**src/rtl/branch_pc_unit.sv**
```systemverilog
// branch_pc_unit: PC register, branch/jump resolution, flush and jal link.
// Redirects take one cycle; the squashed slot after a redirect is ignored.
module branch_pc_unit #(
    parameter logic [31:0] RESET_VECTOR = 32'h0000_0000
) (
    input  logic        Clk,
    input  logic        Rst_n,
    input  logic        Stall,
    input  logic        BrValid,
    input  logic [2:0]  BranchJump,
    input  logic        IsJal,
    input  logic        RtField0,
    input  logic        Zero,
    input  logic [31:0] RsData,
    input  logic [31:0] BranchPC,
    input  logic [31:0] BranchOffset,
    input  logic [25:0] JumpIndex,
    output logic [31:0] PC,
    output logic [31:0] PCPlus4,
    output logic        Flush,
    output logic        LinkWrite,
    output logic [31:0] LinkAddr,
    output logic [15:0] TakenCount
);

    typedef enum logic {
        RUN,
        FLUSH
    } state_t;

    localparam logic [2:0] BJ_NONE   = 3'b000;
    localparam logic [2:0] BJ_BEQ    = 3'b001;
    localparam logic [2:0] BJ_BNE    = 3'b010;
    localparam logic [2:0] BJ_JUMP   = 3'b011;
    localparam logic [2:0] BJ_REGIMM = 3'b100;
    localparam logic [2:0] BJ_BGTZ   = 3'b101;
    localparam logic [2:0] BJ_BLEZ   = 3'b110;

    state_t      state;
    logic        taken;
    logic        is_jump;
    logic        do_link;
    logic        rs_neg;
    logic        rs_zero;
    logic [31:0] br_target;
    logic [31:0] jmp_target;
    logic [31:0] target;
    logic [31:0] next_seq;

    assign rs_neg     = RsData[31];
    assign rs_zero    = (RsData == 32'h0000_0000);
    assign is_jump    = (BranchJump == BJ_JUMP);
    assign PCPlus4    = PC + 32'd4;
    assign br_target  = BranchPC + (BranchOffset << 2);
    assign jmp_target = {BranchPC[31:28], JumpIndex, 2'b00};
    assign target     = is_jump ? jmp_target : br_target;
    assign next_seq   = Stall ? PC : PCPlus4;
    assign do_link    = taken && is_jump && IsJal;

    // Only an instruction in EX during RUN may redirect; FLUSH slots are dead.
    always_comb begin
        taken = 1'b0;
        if (BrValid && state == RUN) begin
            case (BranchJump)
                BJ_NONE:   taken = 1'b0;
                BJ_BEQ:    taken = Zero;
                BJ_BNE:    taken = !Zero;
                BJ_JUMP:   taken = 1'b1;
                BJ_REGIMM: taken = RtField0 ? !rs_neg : rs_neg;
                BJ_BGTZ:   taken = !rs_neg && !rs_zero;
                BJ_BLEZ:   taken = rs_neg || rs_zero;
                default:   taken = 1'b0;
            endcase
        end
    end

    always_ff @(posedge Clk or negedge Rst_n) begin
        if (!Rst_n) begin
            state      <= RUN;
            PC         <= RESET_VECTOR;
            Flush      <= 1'b0;
            LinkWrite  <= 1'b0;
            LinkAddr   <= 32'h0000_0000;
            TakenCount <= 16'h0000;
        end else begin
            Flush     <= 1'b0;
            LinkWrite <= 1'b0;
            case (state)
                RUN: begin
                    if (taken) begin
                        PC    <= target;
                        Flush <= 1'b1;
                        state <= FLUSH;
                        if (TakenCount != 16'hFFFF) begin
                            TakenCount <= TakenCount + 16'd1;
                        end
                        if (do_link) begin
                            LinkWrite <= 1'b1;
                            LinkAddr  <= BranchPC;
                        end
                    end else begin
                        PC <= next_seq;
                    end
                end
                FLUSH: begin
                    PC    <= next_seq;
                    state <= RUN;
                end
                default: begin
                    state <= RUN;
                end
            endcase
        end
    end

endmodule

```
**config.mk**
```make
export PLATFORM = sky130hd
export DESIGN_NAME = branch_pc_unit
export DESIGN_NICKNAME = d
export VERILOG_FILES = /design/src/rtl/branch_pc_unit.sv
export SDC_FILE = /design/constraint.sdc
export NUM_CORES = 1
export LEC_CHECK = 0
export CORE_UTILIZATION = 48
export CTS_CLUSTER_DIAMETER = 50
export DETAILED_ROUTE_END_ITERATION = 12
export GPL_TIMING_DRIVEN = 0
export PLACE_DENSITY = 0.87
export SYNTH_ARGS = -nofsm -noshare
export SYNTH_HDL_FRONTEND = slang
export SYNTH_SLANG_ARGS = --single-unit
export TNS_END_PERCENT = 50
```
**constraint.sdc**
```tcl
create_clock -name Clk -period 7.67 [get_ports Clk]
set_clock_uncertainty 0.15 [all_clocks]
set_input_delay 1.534 -clock Clk [delete_from_list [all_inputs] [get_ports Clk]]
set_output_delay 1.534 -clock Clk [all_outputs]
set_load 0.02 [all_outputs]
```
Word-level counts from Yosys, hierarchy flattened
Index checks and enable logic that the tools add are counted.
{"block": "totals", "reg_bits": 83, "output_inout_bits": 114, "wordCells": 41}
{"block": "op_classes", "n_addsub": 3, "n_eq_ne": 7, "n_mux": 13, "bitwise_logic": 1, "reduce_logical": 11}
{"cell": "32-bit two-way mux", "n": 3}
{"cell": "32-bit one-hot mux with 2 select lines", "n": 1}
{"cell": "32-bit by 3-bit adder with 32-bit output (second input constant)", "n": 1}
{"cell": "32-bit adder", "n": 1}
{"cell": "32-bit zero test", "n": 1}
{"cell": "16-bit by 1-bit adder with 16-bit output (second input constant)", "n": 1}
{"cell": "16-bit != test (second input constant)", "n": 1}
{"cell": "3-bit equality test (second input constant)", "n": 3}
{"cell": "1-bit two-way mux", "n": 7}
{"cell": "3-bit by 2-bit equality test with 1-bit output (second input constant)", "n": 2}
{"cell": "1-bit one-hot mux with 6 select lines", "n": 1}
{"cell": "3-bit AND reduction", "n": 2}
{"cell": "1-bit logical AND", "n": 4}
{"cell": "3-bit by 1-bit equality test with 1-bit output (second input constant)", "n": 1}
{"cell": "1-bit zero test", "n": 3}
{"cell": "1-bit one-hot mux with 2 select lines", "n": 1}
{"cell": "1-bit logical OR", "n": 1}
{"cell": "1-bit inverter", "n": 1}

Logic depth before layout (Yosys ltp)
Gate-level depths: netlist of run 1.
{"block": "logic_depth", "depth_word": 10, "mapped_depth": 11, "depth_no_buf": 10}

Worst setup path before layout of run 1
Ideal clock, no wire load.
{"block": "synth_path", "path_type": "reg2out", "start": "reg PC[14]", "end": "out PCPlus4[31]", "arrival_time_ns": 2.342, "required_ns": 5.986, "setup_slack_ns": 3.644, "stages_incl_launch_ff": 10, "path_buffers": 3, "path_cell_list": "dfrtp_1 -> buf_4 -> and4_1 -> buf_6 -> nand4_2 -> or4_4 -> buf_6 -> nor3_4 -> nand3_1 -> xnor2_1"}
{"block": "synth_between", "elab_chain_len": 1}
{"item": "start, declared", "line_no": "18", "rtl": "output logic [31:0] PC,"}
{"item": "start signal, assigned", "line_no": "91", "rtl": "PC <= target;"}
{"item": "start signal, assigned", "line_no": "102", "rtl": "PC <= next_seq;"}
{"item": "start signal, assigned", "line_no": "106", "rtl": "PC <= next_seq;"}
{"item": "32-bit by 3-bit adder with 32-bit output", "line_no": "53", "rtl": "assign PCPlus4 = PC + 32'd4;"}
{"item": "end, declared", "line_no": "19", "rtl": "output logic [31:0] PCPlus4,"}
Every way passes these cells.

Final worst setup path of run 1
{"block": "layout_path", "start": "reg PC[2]", "end": "out PCPlus4[26]"}
Same word-level chain as after synthesis.

==> impl_metrics.py, run 1 <==
metrics = {
    "drt": {
        "wirelength_um": 18790,
        "wire_per_inst_um": 16.74,
        "dr.pass1.iters": 5,
        "drtIter0Drc": 479,
        "antenna_left": 0,
        "vias_per_cell": 5.488,
        "drc": 0,
        "vias": 6157,
    },
    "setup_path": {
        "path_max_fanout": 6,
        "regToRegSetupSlack_ps": 4840,
        "reg2regPathDepth": 9,
        "arrival_ps": 3260,
        "worst-path-buf-inv": 1,
        "rr_startpoint": "PC[2]$_DFF_PN0_",
        "critPathTopFamily": "simple AND/OR/NAND/NOR gates",
        "start_kind": "flip-flop",
        "cpMaxStageDelayCell": "clkdlybuf4s50_1",
        "worstSetupPathType": "flip-flop to primary output",
        "cp-end-kind": "primary output",
        "cp_num_cells": 8,
        "r2r_end": "PC[26]$_DFF_PN0_",
        "crit_path_cell_trace": "ha_1 -> nand3_1 -> nor4_4 -> nand2b_1 -> or2_2 -> nor2_1 -> xor2_1 -> clkdlybuf4s50_1",
        "cp_slowest_stage_delay_ps": 620,
        "cp_data_required_time_ps": 5990,
    },
    "floorplan": {
        "fp.coreArea_sq_mm": 0.01257,
        "ios": 246,
        "initial_utilization_pct": 49.10,
        "rows": 41,
        "die_y_um": 115.4,
        "die_area_sq_mm": 0.01331,
        "fp.dieW_um": 115.4,
    },
    "place": {
        "place_inst": 1106,
        "port_buffers": 242,
        "gp_congestion": 0.9207,
        "dp_slack_ps": 2921,
        "hpwl_um": 15050,
    },
    "grt": {
        "grt_first_pass_wirelength_um": 29610,
        "overflow": 0,
        "grt_use_total_pct": 28.51,
        "grt_max_degree": 43,
        "grt_antenna_before_repair": 0,
        "grt_pass1_vias": 5893,
    },
    "finish": {
        "final_util_pct": 72.48,
        "fillers": 959,
        "finish.net_count": 1109,
        "drive_above_1_share_pct": 8.737,
        "regArea_sq_mm": 0.002052,
        "final_cell_mix": "clkdlybuf4s50_1 (241), dfrtp_1 (82), nand2_1 (72), nor2_1 (66), xor2_1 (42)",
        "multiInputGateArea_sq_mm": 0.003890,
        "final_cells": 1122,
        "n_antenna_cell": 0,
        "syn_to_final_growth_pct": 47.63,
        "final_common_cell": "clkdlybuf4s50_1",
    },
    "pwr": {
        "p_per_area_mw_per_mm2": 242.8,
        "peakVddDrop_uv": 193.9,
        "p_total_uw": 2212,
        "leakagePower_uw": 0.003812,
    },
    "clock_tree": {
        "insertion_delay_ps": 340,
        "cts_tree": "done",
        "numCtsBuffers": 9,
        "post_cts_resized": 0,
        "clock-sinks": 82,
        "postCtsSetupBuffers": 0,
        "clk_pin_slew_ps": 70,
        "clock-root-buffer": "clkbuf_16",
        "ctsLongestPathBuffers": 2,
        "cts_hold_buf": 0,
        "htreeDepth": 3,
    },
    "hold_path": {
        "whs_path_depth": 1,
        "min_delay_worst_endpoint": "LinkAddr[18]$_DFFE_PN0P_",
        "hold_class": "flip-flop to flip-flop",
        "min_from": "LinkAddr[18]$_DFFE_PN0P_",
    },
    "sta": {
        "setup_viol": 0,
        "fin_crit_ps": 4945,
        "fin_ws_ps": 2725,
        "fin_tns_setup_ps": 0,
        "fmax_mhz": 202.2,
        "slew-limit-headroom_pct": 50.85,
        "drv_slew": 0,
        "finalHoldViolCount": 0,
        "tightestPinTransition_ps": 734.5,
        "finalCritPeriodShare_pct": 64.47,
        "rsz0062_at_grt": "false",
    },
    "status": {
        "outcome": "complete, no violations",
    },
    "yosys": {
        "synth_warnings": 0,
        "syn_nets": 855,
        "synthDistinctLibCells": 66,
        "async_flop_share_pct": 100.0,
        "synth_edf_count": 0,
        "syn_inst": 691,
        "ys_ff_latch": 82,
        "avgSynthCellArea_sq_um": 8.930,
        "mappedNetlistArea_sq_mm": 0.006171,
        "yosysSeqAreaShare_pct": 33.25,
        "ys.flop_type": "dfrtp_1",
    },
    "job": {
        "drv_cap": 0,
    },
}
-- logic make-up after synthesis --
group	share of synthesized area (%)
flip-flops	33.25
multiplexers	7.056
buffers and inverters	3.710
AO/OA/AOI/OAI	15.19
AND/OR/NAND/NOR	22.55
adder cells (fa/ha/maj)	6.610
XOR/XNOR	11.64
-- worst max path at each step --
stage | slack, ps | end | start
final | 2720 | PCPlus4[26] | PC[2]$_DFF_PN0_
after global routing | 2540 | PCPlus4[26] | PC[2]$_DFF_PN0_
after CTS | 2720 | PCPlus4[26] | PC[2]$_DFF_PN0_
after detailed placement | 2920 | LinkAddr[1]$_DFFE_PN0P_ | RsData[24]
after global placement | 2000 | PC[0]$_DFFE_PN0P_ | Rst_n
after floorplan | 3640 | PCPlus4[31] | PC[14]$_DFF_PN0_
-- cell usage after synthesis, types with 5 or more instances --
| library cell | instances | area [sq um] |
|---|---|---|
| nor2_1 | 66 | 247.7 |
| a21oi_1 | 26 | 130.1 |
| or3_1 | 7 | 43.79 |
| nand3b_1 | 5 | 37.54 |
| nand2_1 | 72 | 270.3 |
| mux2_2 | 29 | 326.6 |
| nor3_1 | 15 | 75.07 |
| and2_1 | 6 | 37.54 |
| buf_4 | 7 | 52.55 |
| a31oi_1 | 19 | 118.9 |
| xnor2_1 | 40 | 350.3 |
| a211o_1 | 5 | 43.79 |
| xor2_1 | 42 | 367.9 |
| clkbuf_1 | 12 | 45.04 |
| nand2b_1 | 5 | 31.28 |
| o211ai_1 | 9 | 67.56 |
| and3_1 | 5 | 31.28 |
| nand4_1 | 15 | 93.84 |
| o21ai_0 | 34 | 170.2 |
| ha_1 | 31 | 387.9 |
| nor4_1 | 13 | 81.33 |
| dfrtp_1 | 82 | 2052 |
| a211oi_1 | 7 | 52.55 |
| nor2b_1 | 5 | 31.28 |
| mux2_1 | 7 | 78.83 |
| and4_1 | 5 | 43.79 |
| a21o_1 | 16 | 120.1 |
| buf_2 | 7 | 35.03 |
| nand3_1 | 28 | 140.1 |
| inv_1 | 10 | 37.54 |
-- registers in the layout (all words and copies together), names as in the netlist --
name	cells
LinkWrite	1
TakenCount	16
PC	32
Flush	1
LinkAddr	32
-- routing by layer --
layer	GRT usage, %	vias up	wire length [um]
met5	0	-	0
met4	9.957	0	481
met3	4.428	33	1283
met2	47.54	247	8931
met1	37.57	2860	8089
li1	-	3017	-
-- layout make-up --
cell class,instances,area share (%)
Buffer,33,2.101
Clock buffer,9,2.472
Clock inverter,7,0.6455
Inverter,10,0.4120
Multi-Input combinational cell,566,42.70
Sequential cell,82,22.52
Tap cell,172,2.362
Timing Repair Buffer,243,26.78
-- worst register-to-register path: stages, from the launching register on --
cell and delay [ps]:
dfrtp_1 490, ha_1 250, nand3_1 280, nor4_4 470, nand2b_1 170, or2_2 370, nor3_1 190, xor2_1 200
nor2_1 60, a31oi_1 140
-- where the power goes --
group | internal, uW | switching, uW | total (uW)
Sequential | 539 | 126 | 664
Clock | 226 | 193 | 419
Combinational | 563 | 566 | 1130
Total | 1330 | 884 | 2210
-- per-stage QoR --
step | hold WS, ps | area, sq um
after floorplan | 443.3 | 6171
after global placement | 316.4 | 8808
after detailed placement | 327.3 | 8826
after CTS | 338.6 | 9110
after global routing | 365.8 | 9110
final | 336.0 | 9110
(Power assumes the default switching activity.)
==> run 2: changes to the inputs <==
--- a/config.mk
+++ b/config.mk
@@ -5,11 +5,11 @@
 export SDC_FILE = /design/constraint.sdc
 export NUM_CORES = 1
 export LEC_CHECK = 0
-export CORE_UTILIZATION = 48
+export CORE_UTILIZATION = 45
 export CTS_CLUSTER_DIAMETER = 50
 export DETAILED_ROUTE_END_ITERATION = 12
 export GPL_TIMING_DRIVEN = 0
-export PLACE_DENSITY = 0.87
+export PLACE_DENSITY = 0.83
 export SYNTH_ARGS = -nofsm -noshare
 export SYNTH_HDL_FRONTEND = slang
 export SYNTH_SLANG_ARGS = --single-unit
==> constraint.sdc (replaced) <==
create_clock -name Clk -period 5 [get_ports Clk]
set_clock_uncertainty 0.15 [all_clocks]
set_input_delay 1 -clock Clk [delete_from_list [all_inputs] [get_ports Clk]]
set_output_delay 1 -clock Clk [all_outputs]
set_load 0.02 [all_outputs]
==> impl_metrics.py, run 2 (synthesized netlist as in run 1, its figures left out) <==
metrics = {
    "sta": {
        "fin_tns_setup_ps": 0,
        "slew-limit-headroom_pct": 53.81,
        "rsz0062_at_grt": "false",
        "fin_crit_ps": 4358,
        "fmax_mhz": 229.5,
        "finalHoldViolCount": 0,
        "hold_slack_ps": 345.1,
        "setup_viol": 0,
        "tightestPinTransition_ps": 686.6,
        "drv_slew": 0,
        "finalCritPeriodShare_pct": 87.16,
        "fin_ws_ps": 642.1,
    },
    "finish": {
        "final_cell_mix": "clkdlybuf4s50_1 (241), dfrtp_1 (82), nand2_1 (72), nor2_1 (66), xor2_1 (42)",
        "n_antenna_cell": 0,
        "finish.net_count": 1109,
        "final_common_cell": "clkdlybuf4s50_1",
        "drive_above_1_share_pct": 8.737,
        "syn_to_final_growth_pct": 47.99,
        "fillers": 1071,
        "top_regs": "LinkAddr (32), PC (32), TakenCount (16)",
        "final_cells": 1126,
    },
    "clock_tree": {
        "postCtsSetupBuffers": 0,
        "htreeDepth": 3,
        "cts_tree": "done",
        "cts_hold_buf": 0,
        "numCtsBuffers": 9,
        "post_cts_resized": 0,
        "clock-root-buffer": "clkbuf_16",
        "clk_pin_slew_ps": 60,
        "clock-sinks": 82,
        "ctsLongestPathBuffers": 2,
        "insertion_delay_ps": 340,
    },
    "place": {
        "dp_slack_ps": 881.7,
        "port_buffers": 242,
        "place_inst": 1110,
        "hpwl_um": 14940,
        "gp_congestion": 0.8803,
    },
    "pwr": {
        "seqPwrFrac_pct": 29.7,
        "p_per_area_mw_per_mm2": 375.0,
        "peakVddDrop_uv": 270.4,
        "p_sw_share_pct": 39.21,
        "intPower_uw": 2082,
        "p_comb_share_pct": 50.4,
        "clkPwrFrac_pct": 19.9,
        "leakagePower_uw": 0.003815,
        "p_sw_uw": 1343,
    },
    "floorplan": {
        "initial_utilization_pct": 46.41,
        "die_area_sq_mm": 0.01419,
        "die_y_um": 119.1,
        "rows": 42,
        "fp.coreArea_sq_mm": 0.01330,
        "fp.dieW_um": 119.1,
        "ios": 246,
    },
    "drt": {
        "antenna_left": 0,
        "drtIter0Drc": 426,
        "met1_length_um": 8183,
        "wire_per_inst_um": 16.54,
        "vias": 6155,
        "wirelength_um": 18630,
        "dr.pass1.iters": 5,
        "route.met3.wl_um": 1136,
        "dr_wl_met2_um": 8850,
        "drc": 0,
        "vias_per_cell": 5.466,
        "highest_layer": "met4",
    },
    "setup_path": {
        "path_max_fanout": 6,
        "r2r_end": "PC[30]$_DFF_PN0_",
        "crit_path_cell_trace": "ha_1 -> nand3_1 -> nor4_4 -> nand2b_1 -> or2_2 -> nor2_1 -> xor2_1 -> clkdlybuf4s50_1",
        "worst-path-buf-inv": 1,
        "cp_slowest_stage_delay_ps": 620,
        "start_kind": "flip-flop",
        "cp-end-kind": "primary output",
        "worstSetupPathType": "flip-flop to primary output",
        "cp_data_required_time_ps": 3850,
        "arrival_ps": 3210,
        "cpMaxStageDelayCell": "clkdlybuf4s50_1",
        "regToRegSetupSlack_ps": 2220,
        "critPathTopFamily": "simple AND/OR/NAND/NOR gates",
        "rr_startpoint": "PC[2]$_DFF_PN0_",
        "reg2regPathDepth": 9,
    },
    "grt": {
        "grt_pass1_vias": 5973,
        "grt_first_pass_wirelength_um": 30130,
        "grt_antenna_before_repair": 0,
        "grt_max_degree": 43,
        "overflow": 0,
        "grt_use_total_pct": 26.40,
    },
    "hold_path": {
        "min_from": "LinkAddr[21]$_DFFE_PN0P_",
        "hold_class": "flip-flop to flip-flop",
        "whs_path_depth": 1,
        "min_delay_worst_endpoint": "LinkAddr[21]$_DFFE_PN0P_",
    },
    "job": {
        "drv_cap": 0,
    },
    "status": {
        "outcome": "complete, no violations",
    },
}
run 2: through the flow:
stage / cell area [sq um] / utilization, % / total power, uW
floorplan: 6171 / - / 1933
global placement: 8813 / 66.29 / 2711
detailed placement: 8831 / 66.42 / 2745
CTS: 9133 / 68.69 / 3433
global route: 9133 / 68.69 / 3599
finish: 9133 / 68.69 / 3425
run 2: layout make-up:
type                       count  area, sq um  area share [%]
tap                          176        220.2           2.411
multi-input combinational    566         3890           42.59
inverter                      10        37.54          0.4110
timing repair buffer         243         2440           26.72
clock buffer                   9        225.2           2.466
buffer                        33        191.4           2.096
sequential                    82         2052           22.47
clock inverter                 7        76.32          0.8357
run 2: power by group through the flow:
| stage | clock, uW | combinational [uW] | sequential (uW) |
|---|---|---|---|
| after CTS | 686 | 1730 | 1010 |
| after global routing | 712 | 1840 | 1050 |
| after detailed placement | 0 | 1720 | 1030 |
| final | 680 | 1730 | 1020 |
| after global placement | 0 | 1700 | 1020 |
| after floorplan | 0 | 736 | 1200 |
run 2: worst max path at each step:
stage | start | to | cells after the start
floorplan | PC[14]$_DFF_PN0_ | PCPlus4[31] | 9
detailed placement | RsData[24] | LinkAddr[29]$_DFFE_PN0P_ | 9
CTS | PC[2]$_DFF_PN0_ | PCPlus4[26] | 8
global placement | Rst_n | PC[31]$_DFF_PN0_ | 1
global route | PC[2]$_DFF_PN0_ | PCPlus4[26] | 8
finish | PC[2]$_DFF_PN0_ | PCPlus4[26] | 8
run 2: worst register-to-register path: stages (launching register included):
cell     delay, ps
dfrtp_1        460
ha_1           250
nand3_1        260
nor4_4         460
and4_1         260
nand4_1        170
nor2_1         260
nand4_1        120
a21oi_1        190
a31oi_1         70
run 2: per-layer routing:
layer / GRT usage, % / up-vias
met5: 0 / -
met4: 9.019 / 0
met3: 4.454 / 26
met2: 43.50 / 227
met1: 34.94 / 2899
li1: - / 3003
==> run 3: changes to the inputs <==
--- a/config.mk
+++ b/config.mk
@@ -5,6 +5,7 @@
 export SDC_FILE = /design/constraint.sdc
 export NUM_CORES = 1
 export LEC_CHECK = 0
+export CORE_MARGIN = 2
 export CORE_UTILIZATION = 45
 export CTS_CLUSTER_DIAMETER = 50
 export DETAILED_ROUTE_END_ITERATION = 12
==> constraint.sdc (replaced) <==
create_clock -name Clk -period 5 [get_ports Clk]
set_clock_uncertainty 0.15 [all_clocks]
set_input_delay 1 -clock Clk [delete_from_list [all_inputs] [get_ports Clk]]
set_output_delay 1 -clock Clk [all_outputs]
set_load 0.1 [all_outputs]
==> impl_metrics.py, run 3 (synthesized netlist as in run 1, its figures left out) <==
metrics = {
    "drt": {
        "dr.pass1.iters": 5,
        "drc": 0,
        "wirelength_um": 18750,
        "antenna_left": 0,
        "wire_per_inst_um": 16.65,
        "vias_per_cell": 5.402,
        "vias": 6083,
        "drtIter0Drc": 429,
    },
    "setup_path": {
        "crit_path_start": "PC[2]$_DFF_PN0_",
        "cp-end-kind": "primary output",
        "worstSetupPathType": "flip-flop to primary output",
        "path_max_fanout": 6,
        "start_kind": "flip-flop",
        "cp_data_required_time_ps": 3850,
        "rr_startpoint": "PC[2]$_DFF_PN0_",
        "arrival_ps": 3620,
    },
    "finish": {
        "drive_above_1_share_pct": 9.053,
        "top_regs": "LinkAddr (32), PC (32), TakenCount (16)",
        "final_cell_mix": "clkdlybuf4s50_1 (239), dfrtp_1 (82), nand2_1 (72), nor2_1 (66), xor2_1 (41)",
        "regArea_sq_mm": 0.002052,
        "syn_to_final_growth_pct": 48.82,
        "fillers": 1061,
        "final_util_pct": 69.08,
        "finish.net_count": 1109,
        "final_common_cell": "clkdlybuf4s50_1",
        "multiInputGateArea_sq_mm": 0.003913,
        "n_antenna_cell": 0,
    },
    "floorplan": {
        "die_y_um": 121.1,
        "ios": 246,
        "rows": 42,
        "fp.dieW_um": 121.1,
        "fp.coreArea_sq_mm": 0.01330,
        "die_area_sq_mm": 0.01467,
        "initial_utilization_pct": 46.41,
    },
    "clock_tree": {
        "cts_hold_buf": 0,
        "clk_pin_slew_ps": 70,
        "clock-root-buffer": "clkbuf_16",
        "insertion_delay_ps": 340,
        "cts_tree": "done",
        "ctsLongestPathBuffers": 2,
        "htreeDepth": 3,
        "numCtsBuffers": 9,
        "clock-sinks": 82,
    },
    "pwr": {
        "seqPwrFrac_pct": 20.0,
        "clkPwrFrac_pct": 14.4,
        "p_comb_share_pct": 65.6,
        "intPower_uw": 2126,
        "p_total_uw": 5088,
        "leakagePower_uw": 0.003859,
        "p_per_area_mw_per_mm2": 554.0,
        "peakVddDrop_uv": 467.8,
        "p_sw_uw": 2961,
        "p_sw_share_pct": 58.20,
    },
    "sta": {
        "fmax_mhz": 209.6,
        "drv_slew": 0,
        "fin_ws_ps": 229.8,
        "setup_viol": 0,
        "fin_crit_ps": 4770,
        "rsz0062_at_grt": "false",
        "slew-limit-headroom_pct": 31.36,
        "hold_slack_ps": 340.2,
        "finalHoldViolCount": 0,
        "tightestPinTransition_ps": 1026,
        "finalCritPeriodShare_pct": 95.40,
    },
    "grt": {
        "overflow": 0,
        "grt_max_degree": 44,
        "grt_use_total_pct": 25.51,
        "grt_first_pass_wirelength_um": 29760,
        "grt_pass1_vias": 6001,
        "grt_antenna_before_repair": 0,
    },
    "place": {
        "dp_slack_ps": 399.5,
        "gp_congestion": 0.9207,
        "port_buffers": 242,
        "hpwl_um": 14930,
    },
    "status": {
        "outcome": "complete, no violations",
    },
    "hold_path": {
        "min_from": "LinkAddr[19]$_DFFE_PN0P_",
        "hold_class": "flip-flop to flip-flop",
    },
    "job": {
        "drv_cap": 0,
    },
}
## run 3: cell types whose count changed in the layout (fill, tap and decap cells not counted), sizes merged
cell	delta
clkinv	+1
dlymetal6s2s	+2
clkdlybuf4s50	-2
bufinv	+1
clkinvlp	-2
## run 3: layout make-up
cell class,instances,area share [%]
tap,176,2.398
sequential,82,22.34
clock buffer,9,2.452
timing repair buffer,243,26.62
clock inverter,7,1.090
multi-input combinational,566,42.60
buffer,33,2.084
inverter,10,0.4087
## run 3: power by group through the flow
stage | Sequential (uW) | Clock, uW | Combinational (uW)
CTS | 1010 | 743 | 3340
global placement | 1020 | 0 | 3320
floorplan | 2190 | 0 | 1350
finish | 1010 | 735 | 3340
global route | 1040 | 772 | 3450
detailed placement | 1020 | 0 | 3330
## run 3: worst paths after layout
check | slack [ps] | cells after the start | end
setup / recovery | 230 | 7 | PCPlus4[24]
hold reg to reg | 340 | 1 | LinkAddr[19]$_DFFE_PN0P_
max in group asynchronous | 3610 | 2 | PC[22]$_DFF_PN0_
min in group asynchronous | 480 | 1 | LinkAddr[13]$_DFFE_PN0P_
hold / removal | 340 | 1 | LinkAddr[19]$_DFFE_PN0P_
setup reg to reg | 2190 | 9 | PC[26]$_DFF_PN0_
## run 3: worst max-delay path, stage by stage, from the launching register on
cell and delay [ps]:
dfrtp_1 480, ha_1 250, nand3_1 260, nor4_4 460, nand2b_1 180, or2_2 380
xnor2_2 130, clkdlybuf4s50_1 1140
## run 3: metal layers
layer | vias to the layer above | wire length (um) | global-route usage, %
li1 | 3005 | - | -
met1 | 2842 | 8165 | 33.23
met2 | 206 | 8880 | 42.21
met3 | 30 | 1179 | 5.028
met4 | 0 | 526 | 8.939
met5 | - | 0 | 0
## run 3: timing repair
item / CTS / global route
resized for setup: 0 / 2
buffers inserted: 0 / 0
setup endpoints to repair: 0 / 2
## run 3: metrics by stage
stage	area, sq um	std cells	TNS (ps)
6_report	9184	1126	0
5_1_grt	9184	1126	0
4_1_cts	9179	1126	0
3_5_place_dp	8853	1110	0
3_3_place_gp	8836	1109	-12460
2_1_floorplan	6193	691	-240.4
